`src/rtl/regfile_write_arbiter_pkg.sv`:
```
// Shared definitions for the regfile write arbiter.
// Register file geometry defaults and round-robin pointer encoding.
package regfile_write_arbiter_pkg;

  localparam int REG_ADDR_W = 5;
  localparam int REG_DATA_W = 32;
  localparam int DROP_CNT_W = 8;

  typedef enum logic {
    PTR_A = 1'b0,
    PTR_B = 1'b1
  } ptr_e;

endpackage

```
`src/rtl/rr_arbiter2.sv`:
```
// Two-way round-robin picker with a hold input.
// Ports: clk, rst_n, req[1:0] (0=A,1=B), hold -> one-hot gnt[1:0].
module rr_arbiter2
  import regfile_write_arbiter_pkg::*;
(
  input  logic       clk,
  input  logic       rst_n,
  input  logic [1:0] req,
  input  logic       hold,
  output logic [1:0] gnt
);

  ptr_e r_ptr;

  always_comb begin
    gnt = 2'b00;
    unique case (1'b1)
      hold: gnt = 2'b00;
      (!hold && (&req)):
        gnt = (r_ptr == PTR_A) ? 2'b01 : 2'b10;
      default: gnt = req;
    endcase
  end

  // After a grant the other side gets priority.
  always_ff @(posedge clk or negedge rst_n) begin
    if (!rst_n) begin
      r_ptr <= PTR_A;
    end else if (gnt[0]) begin
      r_ptr <= PTR_B;
    end else if (gnt[1]) begin
      r_ptr <= PTR_A;
    end
  end

endmodule

```
`src/rtl/regfile_write_arbiter.sv`:
```
// Arbitrates two writeback sources onto the single regfile write port.
// Ports: Clk, Reset_n, Hold, Valid/Ready/Addr/Data A and B,
//        WriteRegister, WriteData, RegWrite, DroppedCount.
module regfile_write_arbiter
  import regfile_write_arbiter_pkg::*;
#(
  parameter int DATA_WIDTH = REG_DATA_W,
  parameter int ADDR_WIDTH = REG_ADDR_W,
  parameter int CNT_WIDTH  = DROP_CNT_W
) (
  input  logic                  Clk,
  input  logic                  Reset_n,
  input  logic                  Hold,
  input  logic                  ValidA,
  output logic                  ReadyA,
  input  logic [ADDR_WIDTH-1:0] AddrA,
  input  logic [DATA_WIDTH-1:0] DataA,
  input  logic                  ValidB,
  output logic                  ReadyB,
  input  logic [ADDR_WIDTH-1:0] AddrB,
  input  logic [DATA_WIDTH-1:0] DataB,
  output logic [ADDR_WIDTH-1:0] WriteRegister,
  output logic [DATA_WIDTH-1:0] WriteData,
  output logic                  RegWrite,
  output logic [CNT_WIDTH-1:0]  DroppedCount
);

  localparam logic [CNT_WIDTH-1:0] CNT_MAX = '1;

  logic [1:0]            w_gnt;
  logic                  w_fire;
  logic                  w_zero;
  logic [ADDR_WIDTH-1:0] w_addr;
  logic [DATA_WIDTH-1:0] w_data;

  rr_arbiter2 u_arb (
    .clk   (Clk),
    .rst_n (Reset_n),
    .req   ({ValidB, ValidA}),
    .hold  (Hold),
    .gnt   (w_gnt)
  );

  assign ReadyA = w_gnt[0];
  assign ReadyB = w_gnt[1];
  assign w_fire = |w_gnt;
  assign w_addr = w_gnt[1] ? AddrB : AddrA;
  assign w_data = w_gnt[1] ? DataB : DataA;
  assign w_zero = (w_addr == '0);

  // r0 writes still load the issue register but never strobe.
  always_ff @(posedge Clk or negedge Reset_n) begin
    if (!Reset_n) begin
      WriteRegister <= '0;
      WriteData     <= '0;
      RegWrite      <= 1'b0;
      DroppedCount  <= '0;
    end else begin
      RegWrite <= w_fire && !w_zero;
      if (w_fire) begin
        WriteRegister <= w_addr;
        WriteData     <= w_data;
      end
      if (w_fire && w_zero &&
          DroppedCount != CNT_MAX) begin
        DroppedCount <= DroppedCount + CNT_WIDTH'(1);
      end
    end
  end

endmodule
```
`config.mk`:
```
export PLATFORM = sky130hd
export DESIGN_NAME = regfile_write_arbiter
export DESIGN_NICKNAME = d
export VERILOG_FILES = /design/src/rtl/regfile_write_arbiter_pkg.sv /design/src/rtl/rr_arbiter2.sv /design/src/rtl/regfile_write_arbiter.sv
export SDC_FILE = /design/constraint.sdc
export NUM_CORES = 1
export LEC_CHECK = 0
export BUFFER_PORTS_ARGS = -buffer_cell sky130_fd_sc_hd__buf_2
export CORE_ASPECT_RATIO = 1.4
export CORE_MARGIN = 2
export CORE_UTILIZATION = 37
export CTS_CLUSTER_SIZE = 16
export DETAILED_ROUTE_END_ITERATION = 6
export PLACE_DENSITY = 0.83
export SLEW_MARGIN = 20
export SYNTH_ARGS = -nofsm -noshare
export SYNTH_HDL_FRONTEND = slang
export SYNTH_SLANG_ARGS = --single-unit
export TNS_END_PERCENT = 20
```
`constraint.sdc`:
```
create_clock -name Clk -period 1.6 [get_ports Clk]
set_clock_uncertainty 0.05 [all_clocks]
set_input_delay 0.24 -clock Clk [delete_from_list [all_inputs] [get_ports Clk]]
set_output_delay 0.24 -clock Clk [all_outputs]
set_load 0.02 [all_outputs]
```
==> results.cfg, run 1 <==
[routing]
drt_iter0_markers = 103
drc_errors = 0
wl_per_cell_um = 13.3
vias_per_cell = 4.78
ant_nets = 0
wl_um = 5610
first_pass_iters = 4
route.vias.total = 2023

[synth]
synth-seq-cells = 47
synthTopCellsByArea = dfrtp_1 53%, mux2i_1 17%, o21ai_0 8.5%
yosys_warnings = 0
synthCells = 210
yosysTopAreaCell = dfrtp_1
ys_seq_area_share_pct = 52.8
synthesis.nets = 290
synth.distinct_cells = 27
synth_top_area_share_pct = 52.8
syn-mean-instance-area_sq_um = 10.6
syn_area_sq_um = 2230

[power]
p_leak_uw = 0.00187
power_density_nw_per_um2 = 918
max-vdd-ir-drop_v = 0.000417

[sta]
rsz0062_at_grt = true
drv_slew = 0
slew_headroom_pct = 60.9
worst-slew-pin-transition_ns = 0.587
max_freq_mhz = 622
setup_slack_ns = -0.00834
hold_viol = 0
layout_worst_path_cycle_share_pct = 101
min_period_ns = 1.61
setup_violations = 1

[layout]
antenna_cells = 0
finalNetCount = 432
drive_gt1_share_pct = 47.9
fillers = 519
synthToLayoutAreaGrowth_pct = 47.5
utilization_pct = 56.4
fin_area_sq_um = 3280

[placement]
io_buffers = 126
placed_cell_area_sq_um = 3060
gp_congestion = 0.736
dpl.hpwl_um = 4300

[job]
drv_cap = 0

[die]
dieArea_sq_um = 6660
ios = 127
dieWidth_um = 69.6
coreArea_sq_um = 5820
die_height_um = 95.8
floorplan.rows = 33
initial_utilization_pct = 38.3

[clock_tree]
insertion_delay_ns = 0.30
cts_made_buffers = 5
htree_levels = 2
clock_path_buffers = 2
cts_tree = done
cts.sinks = 47
cts_root_buf = clkbuf_8
clkTransAtPathRegs_ns = 0.09

[setup_path]
r2r_setup_slack_ns = 0.05
critPathSlowestCell = dfrtp_1
crit_buf_inv = 4
cp_common_cell = buf_6
worstSetupPathType = reg -> out
cp.arrival_ns = 1.32
cp-end-kind = primary output
start_kind = register
required_ns = 1.31
crit_fanout = 3
cpPeakStageDelay_ns = 0.39
crit_chain = nand2b_4 > buf_6 > nand2_8 > buf_12 > inv_4 > buf_6
critPathTopFamily = flip-flops

[outcome]
violations = negative setup slack
status = finished with violations

[global_route]
track_usage_pct = 16.8
antenna_found_initial = 0
grt_pass1_wl_um = 8950
grt_max_degree = 76
gr-total-overflow = 0
first_global_vias = 1937

[min_path]
hp-class = in -> reg
placed cells by master, fill, tap and decap left out, types with 2 or more instances in the layout:
cell	instances
buf_2	124
dfrtp_1	47
nand2_1	40
mux2i_1	37
o21ai_0	37
buf_4	15
xor2_1	5
clkbuf_8	5
nand3_1	3
buf_6	3
buf_12	3
nand2b_1	2
inv_1	2
nor3_2	2
xnor2_1	2
nor2_1	2
clkinv_2	2
final timing paths:
| path | startpoint | to | depth (start not counted) |
|---|---|---|---|
| worst max-delay path | u_arb.r_ptr$_DFFE_PN0P_ | ReadyB | 6 |
| worst min-delay path | DataB[12] | WriteData[12]$_DFFE_PN0P_ | 3 |
| worst max register to register | u_arb.r_ptr$_DFFE_PN0P_ | WriteData[11]$_DFFE_PN0P_ | 7 |
| worst min register to register | WriteData[4]$_DFFE_PN0P_ | WriteData[4]$_DFFE_PN0P_ | 2 |
| max in group asynchronous | Reset_n | RegWrite$_DFF_PN0_ | 3 |
| min in group asynchronous | Reset_n | WriteData[7]$_DFFE_PN0P_ | 2 |
report_power, final:
part	total (uW)	internal, uW	switching [uW]
clock	699	308	391
sequential	1410	1340	75.7
combinational	901	391	510
cells in the mapped netlist:
cell type / instances
nor2_1: 3
nor3_1: 1
buf_2: 3
a41oi_1: 1
o21ai_0: 38
or4_4: 1
mux2_2: 1
nand3_1: 3
a21oi_1: 1
nand2b_1: 3
xor2_1: 5
dfrtp_1: 47
mux2i_1: 37
clkbuf_1: 9
o21bai_1: 1
xnor2_1: 2
ha_1: 1
or4_1: 1
and4_1: 1
nor2b_1: 1
nand2_1: 41
nor4_4: 1
inv_1: 3
a211oi_2: 1
nor4b_4: 1
o21ai_2: 1
nor3_2: 2
metrics by stage:
stage	power (uW)	std cells	hold WS [ns]	setup slack, ns	setup TNS [ns]
after detailed placement	2290	410	0.151	-0.311	-1.99
after global routing	3200	423	0.188	-0.0655	-0.552
after CTS	3050	423	0.170	-0.0285	-0.0738
after floorplan	1880	210	-0.106	-0.104	-0.269
final	3010	423	0.168	-0.00834	-0.00834
after global placement	2260	410	0.156	-0.281	-1.67
layout make-up:
cell class                 count  area (sq um)  area share, %
sequential                    47          1180           35.8
multi-input combinational    148          1050           32.1
timing repair buffer         147           865           26.3
tap                           70          87.6           2.67
inverter                       3          13.8          0.419
clock buffer                   5          68.8           2.10
clock inverter                 3          18.8          0.571
layer usage:
layer | routed length [um] | GRT usage, % | share of wire (%)
met1 | 2190 | 20.3 | 39
met2 | 2970 | 30.2 | 53
met3 | 375 | 3.98 | 6.7
met4 | 73 | 4.74 | 1.3
met5 | 0 | 0 | 0
sequential cells by signal, indices dropped and copies added, names as in the netlist:
name,count
WriteData,32
DroppedCount,8
WriteRegister,5
RegWrite,1
u_arb.r_ptr,1
repair_timing:
item / in CTS / in global routing
gates resized for setup: 3 / 14
buffers inserted: 3 / 0
endpoints found under the setup margin: 3 / 29
pin swaps: 1 / 5
gates cloned: 1 / 0
hold buffers: 1 / 0
hold endpoints to repair: 18 / 0
cells by family (layout without fill, tap and decap cells):
group / count (synthesis) / in the layout / share of synthesized area (%)
muxes: 38 / 38 / 17.1
and+or+nand+nor: 59 / 59 / 13.6
AOI/OAI and AO/OA: 43 / 43 / 10.4
buffers and inverters: 15 / 158 / 2.70
xor gates and xnor gates: 7 / 7 / 2.75
adders and majority gates: 1 / 1 / 0.562
DFF: 47 / 47 / 52.8
worst register-to-register path, stage by stage, from the launching register on:
cell and delay, ns:
dfrtp_1 0.39, nand2b_4 0.17, buf_6 0.14, nand2_8 0.08
buf_12 0.11, buf_6 0.16, mux2i_1 0.21, o21ai_0 0.10
No activity file was read; power rests on OpenSTA's default activity.
==> run 2: changes to the inputs <==
--- a/config.mk
+++ b/config.mk
@@ -7,5 +7,5 @@
 export LEC_CHECK = 0
 export BUFFER_PORTS_ARGS = -buffer_cell sky130_fd_sc_hd__buf_2
-export CORE_ASPECT_RATIO = 1.4
+export CORE_ASPECT_RATIO = 1.2
 export CORE_MARGIN = 2
 export CORE_UTILIZATION = 37
==> constraint.sdc (replaced) <==
create_clock -name Clk -period 1.6 [get_ports Clk]
set_clock_uncertainty 0.05 [all_clocks]
set_input_delay 0.16 -clock Clk [delete_from_list [all_inputs] [get_ports Clk]]
set_output_delay 0.16 -clock Clk [all_outputs]
set_load 0.02 [all_outputs]
==> run 2 against run 1 <==
  * Sequential share of layout area increased by 0.73 points
  * Count of clock-buffer cells in the layout increased by 1
  * Final cell count increased by 0.47%
  * Clock power decreased by 8.0%
  * Maximum frequency increased by 4.4%
  * Cell area decreased by 1.9%
  * Combinational power decreased by 3.0%
  * Critical endpoint is now DroppedCount[1]$_DFFE_PN0P_
  * Register-to-register slack about the same
  * Wire length decreased by 1.7%
  * The run now ends clean
==> results.cfg, run 2 (synthesis gave the netlist of run 1 again) <==
[routing]
vias_per_cell = 4.67
drc_errors = 0
ant_nets = 0
wl_um = 5520
wl_per_cell_um = 13.0
first_pass_iters = 3
route.vias.total = 1984
drt_iter0_markers = 68

[global_route]
gr-total-overflow = 0
antenna_found_initial = 0
first_global_vias = 1906
grt_max_degree = 76
grtUsageMet3_pct = 4.06
track_usage_pct = 16.9
gr-max-usage-layer = met2
grtUsageMet2_pct = 29.8
grtUsageMet1_pct = 20.1
grt_pass1_wl_um = 8630

[setup_path]
required_ns = 1.73
crit_fanout = 8
start_kind = register
crit_chain = nand2b_4 > nor4b_4 > o21ai_4 > mux2_2
cp-end-kind = register
critPathTopFamily = flip-flops
critPathSlowestCell = dfrtp_1
cpPeakStageDelay_ns = 0.38
crit_buf_inv = 0
cp.arrival_ns = 1.67
worstSetupPathType = reg -> reg

[sta]
setup_tns_ns = 0
layout_worst_path_cycle_share_pct = 96.3
setup_violations = 0
min_period_ns = 1.54
slew_headroom_pct = 74.8
worst-slew-pin-transition_ns = 0.377
hold_viol = 0
max_freq_mhz = 649
rsz0062_at_grt = false
drv_slew = 0

[layout]
reg.largest.list = WriteData x32, DroppedCount x8, WriteRegister x5
fin_cells = 425
final_common_cell = buf_2
finalNetCount = 426
final_cell_mix = 126 x buf_2, 46 x dfrtp_1, 40 x nand2_1, 38 x o21ai_0, 37 x mux2i_1
largest_reg_flops = 32
antenna_cells = 0
drive_gt1_share_pct = 45.8
fillers = 511
multi_input_area_sq_um = 1040
largest-register = WriteData
synthToLayoutAreaGrowth_pct = 44.7
utilization_pct = 56.1
seq_area_sq_um = 1180

[outcome]
status = complete, no violations

[clock_tree]
clkTransAtPathRegs_ns = 0.08
insertion_delay_ns = 0.29
cts_made_buffers = 5
htree_levels = 2
cts_root_buf = clkbuf_8
clock_path_buffers = 2
cts_tree = done
cts.sinks = 47

[power]
p_leak_uw = 0.00184
finalPower_uw = 2930
power_density_nw_per_um2 = 910
max-vdd-ir-drop_v = 0.000526

[die]
initial_utilization_pct = 38.8
die_height_um = 89.0
dieArea_sq_um = 6660
floorplan.rows = 30
coreArea_sq_um = 5740
ios = 127
dieWidth_um = 74.8

[placement]
io_buffers = 126
placedCellCount = 416
dpl.hpwl_um = 4170
gp_congestion = 0.794

[job]
drv_cap = 0

[min_path]
hp-class = in -> reg
[run 2: path summary, 6_finish.rpt]
check / to / depth (start not counted) / startpoint / slack (ns)
min in group asynchronous: WriteData[11]$_DFFE_PN0P_ / 3 / Reset_n / 0.33
min: WriteData[16]$_DFFE_PN0P_ / 3 / DataB[16] / 0.10
max reg2reg: DroppedCount[1]$_DFFE_PN0P_ / 4 / u_arb.r_ptr$_DFFE_PN0P_ / 0.06
min reg2reg: WriteData[23]$_DFFE_PN0P_ / 2 / WriteData[23]$_DFFE_PN0P_ / 0.43
max: DroppedCount[1]$_DFFE_PN0P_ / 4 / u_arb.r_ptr$_DFFE_PN0P_ / 0.06
max in group asynchronous: DroppedCount[0]$_DFFE_PN0P_ / 3 / Reset_n / 0.94
[run 2: per-layer routing]
metal | wire (um) | share of wire (%)
met4 | 88 | 1.6
met1 | 2250 | 41
met5 | 0 | 0
met3 | 321 | 5.8
met2 | 2850 | 52
[run 2: timing repair]
item                                    4_1_cts  5_1_grt
endpoints found under the hold margin        47        0
hold buffers                                  1        0
cloned                                        1        0
endpoints found under the setup margin        1        8
gates resized for setup                       0        4
buffers inserted                              1        0
pin swaps                                     1        4
[run 2: worst reg2reg max path, cell delays in order (launching register included)]
cell	delay, ns
dfrtp_1	0.38
nand2b_4	0.17
nor4b_4	0.15
o21ai_4	0.31
mux2_2	0.37
[run 2: through the flow]
step	setup WS [ns]	area (sq um)	hold slack (ns)
6_report	0.0590	3220	0.105
5_1_grt	0.00849	3220	0.117
4_1_cts	0.0116	3200	0.100
3_5_place_dp	-0.217	3080	0.112
3_3_place_gp	-0.169	3080	0.114
2_1_floorplan	-0.0213	2250	-0.186
[run 2: cell type report]
cell class                      count  area share [%]
Sequential cell                    47            36.5
Multi-Input combinational cell    148            32.3
Timing Repair Buffer              141            25.5
Tap cell                           80            3.11
Clock buffer                        6            2.25
Inverter                            3           0.350
[run 2: report_power, final]
part           total (uW)  internal (uW)  switching, uW
logic                 874            375            499
registers            1420           1340           75.8
clock network         643            292            351
==> run 3: changes to the inputs <==
CORE_UTILIZATION = 40   (was 37)
PLACE_DENSITY = 0.88   (was 0.83)
==> run 3 against run 2 <==
  * Cell area increased by 0.70%
  * Worst setup slack worse by 0.010 ns
  * Critical path depth is the same
  * Via count fell by 1.9%
  * Clock power rose by 36%
  * First-iteration DRC count shrank 28%
  * Maximum frequency is 0.66% lower
  * Sequential share of layout area fell by 0.25 points
  * Die area is 7.1% lower
==> results.cfg, run 3 (synthesis gave the netlist of run 1 again) <==
[layout]
fin_area_sq_um = 3240
drive_gt1_share_pct = 46.7
largest-register = WriteData
multi_input_area_sq_um = 1050
largest_reg_flops = 32
seq_area_sq_um = 1180
synthToLayoutAreaGrowth_pct = 45.7
reg.largest.list = WriteData x32, DroppedCount x8, WriteRegister x5
finalNetCount = 426
final_cell_mix = 126 x buf_2, 46 x dfrtp_1, 40 x nand2_1, 38 x o21ai_0, 37 x mux2i_1
final_common_cell = buf_2
fillers = 447
antenna_cells = 0

[routing]
vias_per_cell = 4.76
route.vias.total = 1946
ant_nets = 0
drt_iter0_markers = 49
wl_per_cell_um = 13.5
drc_errors = 0
wl_um = 5510
first_pass_iters = 4

[min_path]
hp-class = in -> reg
whs_path_depth = 3
whs_endpoint = WriteData[10]$_DFFE_PN0P_
hold_start = DataB[10]

[global_route]
grt_max_degree = 76
track_usage_pct = 18.1
antenna_found_initial = 0
gr-max-usage-layer = met2
grt_pass1_wl_um = 8650
grtUsageMet2_pct = 33.4
grtUsageMet1_pct = 20.7
first_global_vias = 1897
grtUsageMet3_pct = 2.82
gr-total-overflow = 0

[power]
p_leak_uw = 0.00186
power_density_nw_per_um2 = 975
max-vdd-ir-drop_v = 0.000632

[sta]
max_freq_mhz = 645
drv_slew = 0
min_period_ns = 1.55
whs_ns = 0.0995
hold_viol = 0
setup_violations = 0
slew_headroom_pct = 62.0
worst-slew-pin-transition_ns = 0.570
layout_worst_path_cycle_share_pct = 97.0

[setup_path]
r2r-end = DroppedCount[1]$_DFFE_PN0P_
rr_startpoint = u_arb.r_ptr$_DFFE_PN0P_
crit_fanout = 8
crit_buf_inv = 0
cp.arrival_ns = 1.68
required_ns = 1.73
r2r_setup_slack_ns = 0.05
cp-end-kind = register
worstSetupPathType = reg -> reg
start_kind = register
r2r_cells = 4
crit_chain = nand2b_4 > nor4b_4 > o21ai_4 > mux2_2
critPathSlowestCell = dfrtp_1
cpPeakStageDelay_ns = 0.38
critPathTopFamily = flip-flops

[die]
initial_utilization_pct = 41.8
dieWidth_um = 72.1
floorplan.rows = 29
dieArea_sq_um = 6180
die_height_um = 85.7
ios = 127
coreArea_sq_um = 5330

[clock_tree]
clkTransAtPathRegs_ns = 0.08
clock_path_buffers = 2
htree_levels = 2
cts_made_buffers = 5
cts_root_buf = clkbuf_8
cts.sinks = 47
cts_tree = done
insertion_delay_ns = 0.29

[placement]
io_buffers = 126
dpl.hpwl_um = 4110
gp_congestion = 0.747
placed_cell_area_sq_um = 3020

[outcome]
status = complete, no violations

[job]
drv_cap = 0
==> run 3: worst max path at each step <==
stage / from / to / slack [ns] / cells past startpoint
2_1_floorplan: AddrB[2] / DroppedCount[1]$_DFFE_PN0P_ / -0.02 / 4
3_3_place_gp: AddrB[2] / DroppedCount[5]$_DFFE_PN0P_ / -0.19 / 6
3_5_place_dp: AddrB[2] / DroppedCount[5]$_DFFE_PN0P_ / -0.23 / 6
4_1_cts: u_arb.r_ptr$_DFFE_PN0P_ / DroppedCount[1]$_DFFE_PN0P_ / -0.01 / 4
5_1_grt: DroppedCount[1]$_DFFE_PN0P_ / DroppedCount[6]$_DFFE_PN0P_ / -0.006 / 5
6_report: u_arb.r_ptr$_DFFE_PN0P_ / DroppedCount[1]$_DFFE_PN0P_ / 0.05 / 4
==> run 3: power by group <==
part	internal, uW	switching (uW)	total (uW)	leakage [uW]
clock network	505	370	875	0.0000612
logic	369	485	854	0.00122
registers	1340	93.6	1430	0.000582
==> run 3: cell type report <==
| type | instances | area share, % |
|---|---|---|
| multi-input combinational | 148 | 32.4 |
| sequential | 47 | 36.3 |
| tap | 62 | 2.39 |
| timing repair buffer | 141 | 24.9 |
| clock inverter | 2 | 1.08 |
| inverter | 3 | 0.347 |
| clock buffer | 6 | 2.55 |
==> run 3: metrics by stage <==
step	cells	setup TNS (ns)	worst slack [ns]	total power (uW)	util (%)
floorplan	210	-0.0397	-0.0213	1890	-
global placement	395	-1.17	-0.195	2230	56.7
detailed placement	395	-1.40	-0.232	2260	56.7
CTS	407	-0.0114	-0.0114	3180	60.0
global route	409	-0.00626	-0.00626	3350	60.8
finish	409	0	0.0488	3160	60.8
==> run 3: worst register-to-register path: cells and delay by family, from the launching register on <==
| family | cells | cell delay (ns) |
|---|---|---|
| compound gates | 1 | 0.32 |
| mux | 1 | 0.38 |
| flops | 1 | 0.38 |
| simple gates | 2 | 0.32 |
==> run 3: what timing repair did <==
| item | in CTS | in global routing |
|---|---|---|
| endpoints found under the hold margin | 23 | 0 |
| cloned | 1 | 0 |
| setup endpoints to repair | 1 | 11 |
| pin swaps | 2 | 5 |
| resized for setup | 1 | 5 |
| buffers inserted | 2 | 2 |
| hold buffers | 1 | 0 |
==> run 3: routing by layer <==
metal | wire length (um) | vias to the layer above
met5 | 0 | -
met4 | 63 | 0
met3 | 360 | 5
met2 | 2940 | 72
met1 | 2140 | 877
li1 | - | 992
